===== config.mk =====
export PLATFORM = sky130hd
export DESIGN_NAME = mem_arb32
export DESIGN_NICKNAME = d
export VERILOG_FILES = /design/src/rtl/mem_arb32.sv
export SDC_FILE = /design/constraint.sdc
export NUM_CORES = 1
export LEC_CHECK = 0
export BUFFER_PORTS_ARGS = -buffer_cell sky130_fd_sc_hd__buf_2
export CORE_AREA = 2 2 104 106
export DETAILED_ROUTE_END_ITERATION = 6
export DIE_AREA = 0 0 106 108
export GPL_ROUTABILITY_DRIVEN = 0
export PLACE_DENSITY_LB_ADDON = 0.08
export SLEW_MARGIN = 20
export SYNTH_ARGS = -nofsm -noshare
export SYNTH_HDL_FRONTEND = slang
export SYNTH_SLANG_ARGS = --single-unit

===== constraint.sdc =====
create_clock -name clk -period 0.9 [get_ports clk]
set_input_delay 0.045 -clock clk [delete_from_list [all_inputs] [get_ports clk]]
set_output_delay 0.045 -clock clk [all_outputs]
set_load 0.005 [all_outputs]

===== src/rtl/mem_arb32.sv =====
// Two-requester arbiter (fetch vs. data) for one shared single-port RAM; grants are same-cycle combinational.
// Read data returns exactly 1 cycle after grant; no backpressure, and a loser simply holds its request (fetch stalls the PC).
module mem_arb32 #(
  parameter int WIDTH      = 32,
  parameter int MAX_DBURST = 2
) (
  input  logic             clk,
  input  logic             reset,
  input  logic             if_req,
  input  logic [WIDTH-1:0] if_addr,
  output logic             if_gnt,
  output logic             if_rvalid,
  output logic [WIDTH-1:0] if_rdata,
  input  logic             d_req,
  input  logic             d_we,
  input  logic [WIDTH-1:0] d_addr,
  input  logic [WIDTH-1:0] d_wdata,
  output logic             d_gnt,
  output logic             d_rvalid,
  output logic [WIDTH-1:0] d_rdata,
  output logic [WIDTH-1:0] ram_ad,
  output logic [WIDTH-1:0] ram_d,
  output logic             ram_we,
  input  logic [WIDTH-1:0] ram_q,
  output logic             pc_stall
);

  localparam int            CW   = (MAX_DBURST < 1) ? 1 : $clog2(MAX_DBURST + 1);
  localparam logic [CW-1:0] DMAX = CW'(MAX_DBURST);

  typedef enum logic [1:0] {IDLE, IF_RD, D_RD} rd_state_e;

  rd_state_e     state_q, state_d;
  logic [CW-1:0] dcnt_q, dcnt_d;
  logic          d_win;
  logic          if_win;

  // Data wins unless it has already taken MAX_DBURST grants in a row past a waiting fetch.
  always_comb begin
    d_win  = d_req && (!if_req || (dcnt_q < DMAX));
    if_win = if_req && !d_win;
  end

  assign if_gnt   = if_win && !reset;
  assign d_gnt    = d_win && !reset;
  assign pc_stall = if_req && !if_gnt && !reset;

  assign ram_we = d_gnt && d_we;
  assign ram_d  = ram_we ? d_wdata : '0;
  assign ram_ad = if_gnt ? if_addr : (d_gnt ? d_addr : '0);

  always_comb begin
    dcnt_d = dcnt_q;
    if (!if_req || if_gnt) begin
      dcnt_d = '0;
    end else if (d_gnt && (dcnt_q < DMAX)) begin
      dcnt_d = dcnt_q + CW'(1);
    end
  end

  always_comb begin
    state_d = IDLE;
    if (if_gnt) begin
      state_d = IF_RD;
    end else if (d_gnt && !d_we) begin
      state_d = D_RD;
    end
  end

  always_ff @(posedge clk) begin
    if (reset) begin
      state_q <= IDLE;
      dcnt_q  <= '0;
    end else begin
      state_q <= state_d;
      dcnt_q  <= dcnt_d;
    end
  end

  // A response due in a reset cycle is dropped, not replayed; the requester reissues.
  assign if_rvalid = (state_q == IF_RD) && !reset;
  assign d_rvalid  = (state_q == D_RD) && !reset;
  assign if_rdata  = if_rvalid ? ram_q : '0;
  assign d_rdata   = d_rvalid ? ram_q : '0;

endmodule


==> qor.yml, run 1 <==
critical_path:
  path_cells: "a21bo_4 > buf_12 > o32ai_1 > buf_2"
  crit_buf_inv: 2
  worstPathRequired_ns: 0.85
  r2r_cells: 3
  setup.worst_path.class: "reg2out"
  critPathArrivalTime_ns: 1.26
  worstPathMaxFanout: 19
  worstSetupStartpointType: "flip-flop"
  cpMaxStageDelayCell: "dfxtp_4"
  end_kind: "output port"
  timing.rr.end: "state_q[0]"
  path_delay_family: "flip-flops"
  reg2reg_from: "dcnt_q[1]"
  rrSetupSlack_ns: -0.04
  cpPeakStageDelay_ns: 0.36
sta:
  fin_tns_setup_ns: -45.44
  slew_headroom_pct: 81.2
  max_freq_ghz: 0.767
  hold_slack_ns: 0.184
  layout_min_cycle_time_ns: 1.30
  setup_ws_ns: -0.404
  fin_crit_sh_pct: 145
  setup_viol: 135
  clock_skew_ns: 0.00588
  rsz0062_at_grt: "yes"
  worst_pin_slew_ns: 0.282
  hold_viol: 0
  drv_slew: 0
final_layout:
  fin_nets: 664
  multi_input_area_mm2: 0.00222
  area.sequential_um2: 91.3
  area_growth_pct: 127
  stdcell_count: 665
  diodes: 0
  fillCellCount: 1036
  drive_gt1_share_pct: 77.9
outcome:
  violations: "setup timing"
  outcome: "finished, violations left"
grt:
  antenna_found_initial: 0
  grt_max_degree: 41
  grt_pass1_vias: 2749
  grt_first_pass_wirelength_um: 13600
  grt.overflow.total: 0
  grt_util_all_layers_pct: 14.4
synthesis:
  synthCells: 268
  ys_top_cells_by_area: "nand2b_1, and4bb_2, o32ai_1, and2_1, nor2_1"
  ys.flop_type: "dfxtp_1"
  syn_area_mm2: 0.00194
  yosysWarnings: 0
  synth_edf_count: 0
  yosys-top-cells-count: "nand2b_1, nor2_1, and2_1"
  synth_most_common_cell: "nand2b_1"
  synth-async-reset-ratio_pct: 0
  synth_top_area_share_pct: 27.3
  syn_area_per_cell_um2: 7.26
  yosysSeqAreaShare_pct: 4.12
  synth_cell_types: 20
  syn_nets: 401
  synth_top_cell_by_area: "nand2b_1"
  ys_ff_latch: 4
clock_network:
  htreeDepth: 1
  clk_latency_ns: 0.22
  cts-buffers-inserted: 3
  cts_tree: "yes"
  cts.sinks: 4
  root_buffer: "clkbuf_8"
  clk_pin_slew_ns: 0.03
  postCtsHoldBufs: 0
  clockBufferDepth: 2
min_path:
  whs_path_depth: 3
  hold_start: "d_req"
  hp-class: "in2reg"
  min_to: "dcnt_q[1]"
drt:
  routed_via_density: 4.49
  firstDrtPassIters: 4
  drt_iter0_drc: 87
  wl_um: 9330
  vias: 2984
  antenna_left: 0
  drc_errors: 0
  wl_per_cell_um: 14.0
power:
  p_leak_nw: 2.15
  power.density_mw_per_mm2: 458
  vdd_ir_drop_max_mv: 0.348
placement:
  dpl.hpwl_um: 7150
  post-place-ws_ns: -0.252
  dp_cells: 653
  io_buffers: 266
die:
  core_mm2: 0.0102
  pin_count: 267
  rows: 37
  die_width_um: 106
  fp.dieH_um: 108
  start_util_pct: 19.0
  die_area_mm2: 0.0114
job:
  drv_cap: 0
[logic make-up (layout without fill, tap and decap cells)]
family	count (synthesis)	after routing	share of synthesized area, %
buf+inv	37	296	9.85
flops	4	4	4.12
simple gates	194	196	68.0
compound gates	33	33	18.0
[worst max path at each step]
stage              start    endpoint  slack (ns)  cells after the start
2_1_floorplan  dcnt_q[1]   ram_d[14]       -0.12                      4
3_3_place_gp   dcnt_q[1]   ram_d[17]       -0.21                      3
3_5_place_dp   dcnt_q[1]   ram_d[21]       -0.25                      3
4_1_cts        dcnt_q[1]    ram_d[1]       -0.41                      3
5_1_grt        dcnt_q[1]  ram_ad[23]       -0.44                      4
6_report       dcnt_q[1]  ram_ad[31]       -0.40                      4
[tightest hold or removal path: stages]
cell and delay [ns]:
buf_2 0.13, nand2b_1 0.12, nor3_1 0.07
[timing repair]
action                                  in CTS  in global routing
cloned                                       4                  2
endpoints found under the setup margin     136                136
buffers inserted                             1                  3
endpoints found under the hold margin        0                  0
pin swaps                                   29                 13
gates resized for setup                     37                 55
[registers in the layout, indices dropped and copies added (netlist names)]
signal / count
dcnt_q: 2
state_q: 2
[per-stage QoR]
stage	cell area (um2)	power [mW]	util [%]
global route	4410	2.18	43.1
floorplan	2360	0.915	-
detailed placement	3880	1.53	38.0
global placement	3880	1.51	38.0
CTS	4140	1.98	40.4
finish	4410	2.02	43.1
[cell type report]
type / instances / share of cell area (%)
clock buffers: 3 / 0.936
inverters: 2 / 0.170
multi-input cells: 229 / 50.4
flip-flops and latches: 4 / 2.07
well taps: 136 / 3.86
repair buffers: 291 / 42.5
[per-layer routing]
metal / wire [um] / share of wire (%) / global-route usage, %
met1: 3540 / 38 / 16.2
met2: 5100 / 55 / 28.5
met3: 648 / 6.9 / 2.77
met4: 36 / 0.39 / 1.88
met5: 0 / 0 / 0
[where the power goes]
part           internal, mW  switching [mW]
clock network         0.285          0.0921
logic                 0.809           0.647
registers             0.179         0.00817
[placed cells by master, fill, tap and decap left out]
master      n
clkbuf_8    3
buf_8       1
nor2_2      8
buf_16      2
nand2b_2    1
a21bo_4     1
dfxtp_1     1
buf_4       4
nor2_1     15
nor4bb_1    3
o32ai_4    10
buf_12     12
inv_1       1
nor3_1      2
nand2b_4    1
buf_6      28
and2_4     22
nand2b_1   84
nor4bb_4    1
o32ai_1     1
nor2_4     15
nor3b_2     1
o32ai_2    21
buf_2     244
nor3_2      1
nor2b_4     1
and2_2      1
dfxtp_4     3
and2_1     10
and4bb_2   26
inv_2       1
nor3b_4     2
nor4bb_2    2
Power figures use the tool's default switching activity.
==> inputs of run 2 (changes only) <==
- PLACE_DENSITY: not set -> 0.53
- PLACE_DENSITY_LB_ADDON: 0.08 -> not set
==> run 2 against run 1 <==
The flow still finishes with violations (setup timing). Core utilization grew 2.0 points. Clock skew shrank 0.0043 ns. First-iteration DRC count is the same. Final cell count grew 1.4%. Critical path type unchanged.
==> qor.yml, run 2 (same netlist as run 1, synthesis figures left out) <==
sta:
  drv_slew: 0
  worst_pin_slew_ns: 0.279
  hold_viol: 0
  setup_viol: 135
  hold_slack_ns: 0.202
  slew_headroom_pct: 81.4
  rsz0062_at_grt: "yes"
  setup_ws_ns: -0.462
  clock_skew_ns: 0.00158
  fin_crit_sh_pct: 151
  max_freq_ghz: 0.734
  layout_min_cycle_time_ns: 1.36
grt:
  grt_max_degree: 59
  grt_pass1_vias: 2953
  grt_first_pass_wirelength_um: 14400
  grt.overflow.total: 0
  antenna_found_initial: 0
  grt_util_all_layers_pct: 15.1
placement:
  place_area_mm2: 0.00389
  io_buffers: 266
  post-place-ws_ns: -0.237
  dp_cells: 657
  dpl.hpwl_um: 7140
min_path:
  hp-class: "in2reg"
power:
  power.density_mw_per_mm2: 461
  p_leak_nw: 2.21
  vdd_ir_drop_max_mv: 0.253
clock_network:
  root_buffer: "clkbuf_8"
  postCtsHoldBufs: 0
  clk_latency_ns: 0.22
  clk_pin_slew_ns: 0.03
  cts_tree: "yes"
  cts-buffers-inserted: 3
  clockBufferDepth: 2
  htreeDepth: 1
  cts.sinks: 4
final_layout:
  fin_nets: 673
  post-route-cell-area_mm2: 0.00462
  area_growth_pct: 137
  final_cell_mix: "buf_2, nand2b_1, buf_6"
  diodes: 0
  finish.utilization_pct: 45.1
  largestRegisters: "dcnt_q x2, state_q x2"
  stdcell_count: 674
  fillCellCount: 1023
  mostFrequentLayoutCell: "buf_2"
  drive_gt1_share_pct: 80.5
critical_path:
  worstPathRequired_ns: 0.85
  worstPathMaxFanout: 13
  end_kind: "output port"
  setup.worst_path.class: "reg2out"
  critPathArrivalTime_ns: 1.32
  worstSetupStartpointType: "flip-flop"
die:
  fp.dieH_um: 108
  core_mm2: 0.0102
  die_area_mm2: 0.0114
  rows: 37
  die_width_um: 106
  pin_count: 267
  start_util_pct: 19.0
drt:
  firstDrtPassIters: 4
  wl_um: 9800
  drt_iter0_drc: 87
  vias: 3063
  routed_via_density: 4.54
  antenna_left: 0
  wl_per_cell_um: 14.5
  drc_errors: 0
outcome:
  outcome: "finished, violations left"
  violations: "setup timing"
job:
  drv_cap: 0
==> run 2: changes by cell type in the layout (fill, tap and decap cells not counted), sizes merged <==
cell,delta
nand2b,+2
clkbuf,+1
and2,-1
buf,+7
==> run 2: what timing repair did <==
item	in CTS	in global routing
resized for setup	72	45
gates cloned	7	1
setup buffers	5	3
endpoints found under the setup margin	135	136
pin swaps	50	3
==> run 2: where the power goes <==
part | switching [mW] | internal (mW)
sequential | 0.00738 | 0.179
clock | 0.100 | 0.286
combinational | 0.693 | 0.861
total | 0.801 | 1.33
==> run 2: final timing paths <==
check	startpoint	endpoint	slack, ns	depth (start not counted)
worst min-delay path	d_we	state_q[1]	0.20	2
worst min register to register	dcnt_q[0]	dcnt_q[0]	0.42	1
worst max-delay path	dcnt_q[1]	ram_ad[1]	-0.46	4
worst max register to register	dcnt_q[1]	state_q[1]	-0.06	3
==> run 2: worst max-delay path, cell delays in order (launching register included) <==
cell and delay, ns:
dfxtp_4 0.35, a21bo_2 0.26, buf_12 0.18, o32ai_1 0.13, buf_2 0.16
==> run 2: stage by stage <==
step / setup TNS [ns] / power (mW)
floorplan: -5.47 / 0.915
global placement: -15.75 / 1.51
detailed placement: -18.29 / 1.53
CTS: -46.22 / 2.07
global route: -52.81 / 2.28
finish: -45.82 / 2.13
==> run 2: area by class of cell <==
cell class	count	area [um2]	area share (%)
sequential	4	91.3	1.98
clock buffer	3	41.3	0.894
inverter	2	7.51	0.163
tap	136	170	3.69
timing repair buffer	299	2000	43.3
multi-input combinational	230	2310	49.9
==> run 2: layer usage <==
metal,part of all wire [%],global-route usage (%)
met3,5.6,1.93
met2,53,28.0
met5,0,0
met4,1.1,3.10
met1,41,18.7
==> inputs of run 3 (changes only) <==
--- a/config.mk
+++ b/config.mk
@@ -13,2 +13,3 @@
 export PLACE_DENSITY = 0.53
+export SKIP_LAST_GASP = 1
 export SLEW_MARGIN = 20
==> constraint.sdc (replaced) <==
create_clock -name clk -period 0.9 [get_ports clk]
set_input_delay 0.09 -clock clk [delete_from_list [all_inputs] [get_ports clk]]
set_output_delay 0.09 -clock clk [all_outputs]
set_load 0.005 [all_outputs]
==> run 3 against run 2 <==
The run still ends with setup timing left. Combinational power barely moved. First-iteration DRC count rose by 24%. Via count fell by 2.4%. Clock power rose by 4%. Highest routed layer unchanged. Register-to-register slack barely moved. Core utilization fell by 0.57 points. Sequential share of layout area barely moved. Global-route usage fell by 0.60 points. Worst setup slack got worse by 0.0018 ns. Sequential power barely moved.
==> qor.yml, run 3 (same netlist as run 1, synthesis figures left out) <==
placement:
  dp_cells: 662
  dpl.hpwl_um: 7290
  io_buffers: 266
die:
  pin_count: 267
  fp.dieH_um: 108
  start_util_pct: 19.0
  die_area_mm2: 0.0114
  core_mm2: 0.0102
  die_width_um: 106
  rows: 37
sta:
  fin_crit_sh_pct: 152
  setup_ws_ns: -0.464
  clock_skew_ns: 0.00166
  max_freq_ghz: 0.733
  worst_pin_slew_ns: 0.271
  layout_min_cycle_time_ns: 1.36
  hold_viol: 0
  setup_viol: 136
  rsz0062_at_grt: "yes"
  slew_headroom_pct: 81.9
  drv_slew: 0
final_layout:
  largestRegisters: "dcnt_q x2, state_q x2"
  finish.utilization_pct: 44.6
  drive_gt1_share_pct: 80.1
  mostFrequentLayoutCell: "buf_2"
  area_growth_pct: 134
  diodes: 0
  fin_nets: 673
  stdcell_count: 675
  final_cell_mix: "buf_2, nand2b_1, buf_6"
grt:
  antenna_found_initial: 0
  grt_max_degree: 49
  grt_util_all_layers_pct: 14.5
  grt_pass1_vias: 2858
  grt.overflow.total: 0
  grt_first_pass_wirelength_um: 13900
critical_path:
  worstPathMaxFanout: 8
  timing.rr.end: "state_q[1]"
  rrSetupSlack_ns: -0.06
  cp-endpoint: "ram_ad[9]"
  worstPathRequired_ns: 0.81
  critPathArrivalTime_ns: 1.27
  end_kind: "output port"
  startpoint: "dcnt_q[1]"
  reg2reg_from: "dcnt_q[1]"
  setup.worst_path.class: "reg2out"
  worstSetupStartpointType: "flip-flop"
  r2r_cells: 3
drt:
  drc_errors: 0
  top_layer: "met4"
  antenna_left: 0
  routed_via_density: 4.43
  wl_per_cell_um: 14.0
  vias: 2990
  drt_iter0_drc: 108
  met3_length_um: 624
  firstDrtPassIters: 4
  routedLengthMet1_um: 3820
  wl_um: 9460
  route.met2.wl_um: 4970
power:
  finalPower_mw: 2.12
  power.density_mw_per_mm2: 466
  p_leak_nw: 2.20
  vdd_ir_drop_max_mv: 0.295
outcome:
  outcome: "finished, violations left"
  violations: "setup timing"
clock_network:
  cts-buffers-inserted: 3
  cts_tree: "yes"
  cts.sinks: 4
  clk_pin_slew_ns: 0.03
  clk_latency_ns: 0.22
  root_buffer: "clkbuf_8"
  postCtsHoldBufs: 0
  clockBufferDepth: 2
  htreeDepth: 1
min_path:
  hp-class: "in2reg"
job:
  drv_cap: 0
[run 3: critical path: stages, from the launching register on]
cell and delay (ns):
dfxtp_4 0.36, a21bo_4 0.26, clkbuf_16 0.20, o32ai_4 0.09, buf_2 0.15
[run 3: power breakdown]
part,internal [mW],switching [mW],leakage (nW),total (mW)
registers,0.179,0.00890,0.0349,0.188
clock network,0.303,0.0988,0.0228,0.402
logic,0.843,0.692,2.14,1.53
total,1.32,0.800,2.20,2.12
[run 3: final cells by class]
| class | instances | area (um2) |
|---|---|---|
| Multi-Input combinational cell | 228 | 2320 |
| Sequential cell | 4 | 91.3 |
| Fill cell | 1029 | 5670 |
| Timing Repair Buffer | 301 | 1930 |
| Tap cell | 136 | 170 |
| Clock buffer | 4 | 45.0 |
| Inverter | 2 | 7.51 |
[run 3: layer usage]
| metal | up-vias | global-route usage, % |
|---|---|---|
| met4 | 0 | 1.50 |
| met1 | 1355 | 17.0 |
| met5 | - | 0 |
| met2 | 143 | 28.3 |
| li1 | 1486 | - |
| met3 | 6 | 2.59 |
[run 3: stage by stage]
stage | instance area, um2 | hold WS (ns) | setup slack (ns) | setup TNS [ns]
4_1_cts | 4420 | 0.203 | -0.476 | -53.80
6_report | 4560 | 0.212 | -0.464 | -50.80
5_1_grt | 4560 | 0.219 | -0.522 | -59.17
2_1_floorplan | 2610 | 0.268 | -0.167 | -9.69
3_5_place_dp | 4160 | 0.416 | -0.289 | -27.07
3_3_place_gp | 4160 | 0.404 | -0.262 | -25.05
[run 3: worst min-delay path by stage]
stage | startpoint | endpoint | slack, ns | depth (start not counted)
2_1_floorplan | d_req | dcnt_q[1] | 0.27 | 2
3_3_place_gp | dcnt_q[0] | dcnt_q[0] | 0.40 | 1
3_5_place_dp | dcnt_q[0] | dcnt_q[0] | 0.42 | 1
4_1_cts | d_req | dcnt_q[0] | 0.20 | 3
5_1_grt | d_req | dcnt_q[0] | 0.22 | 3
6_report | d_req | dcnt_q[0] | 0.21 | 3
[run 3: timing repair]
action                                  in CTS  in global routing
gates resized for setup                     29                 29
pin swaps                                    6                 13
gates cloned                                 4                  2
endpoints found under the setup margin     135                135
buffers inserted                             4                  1
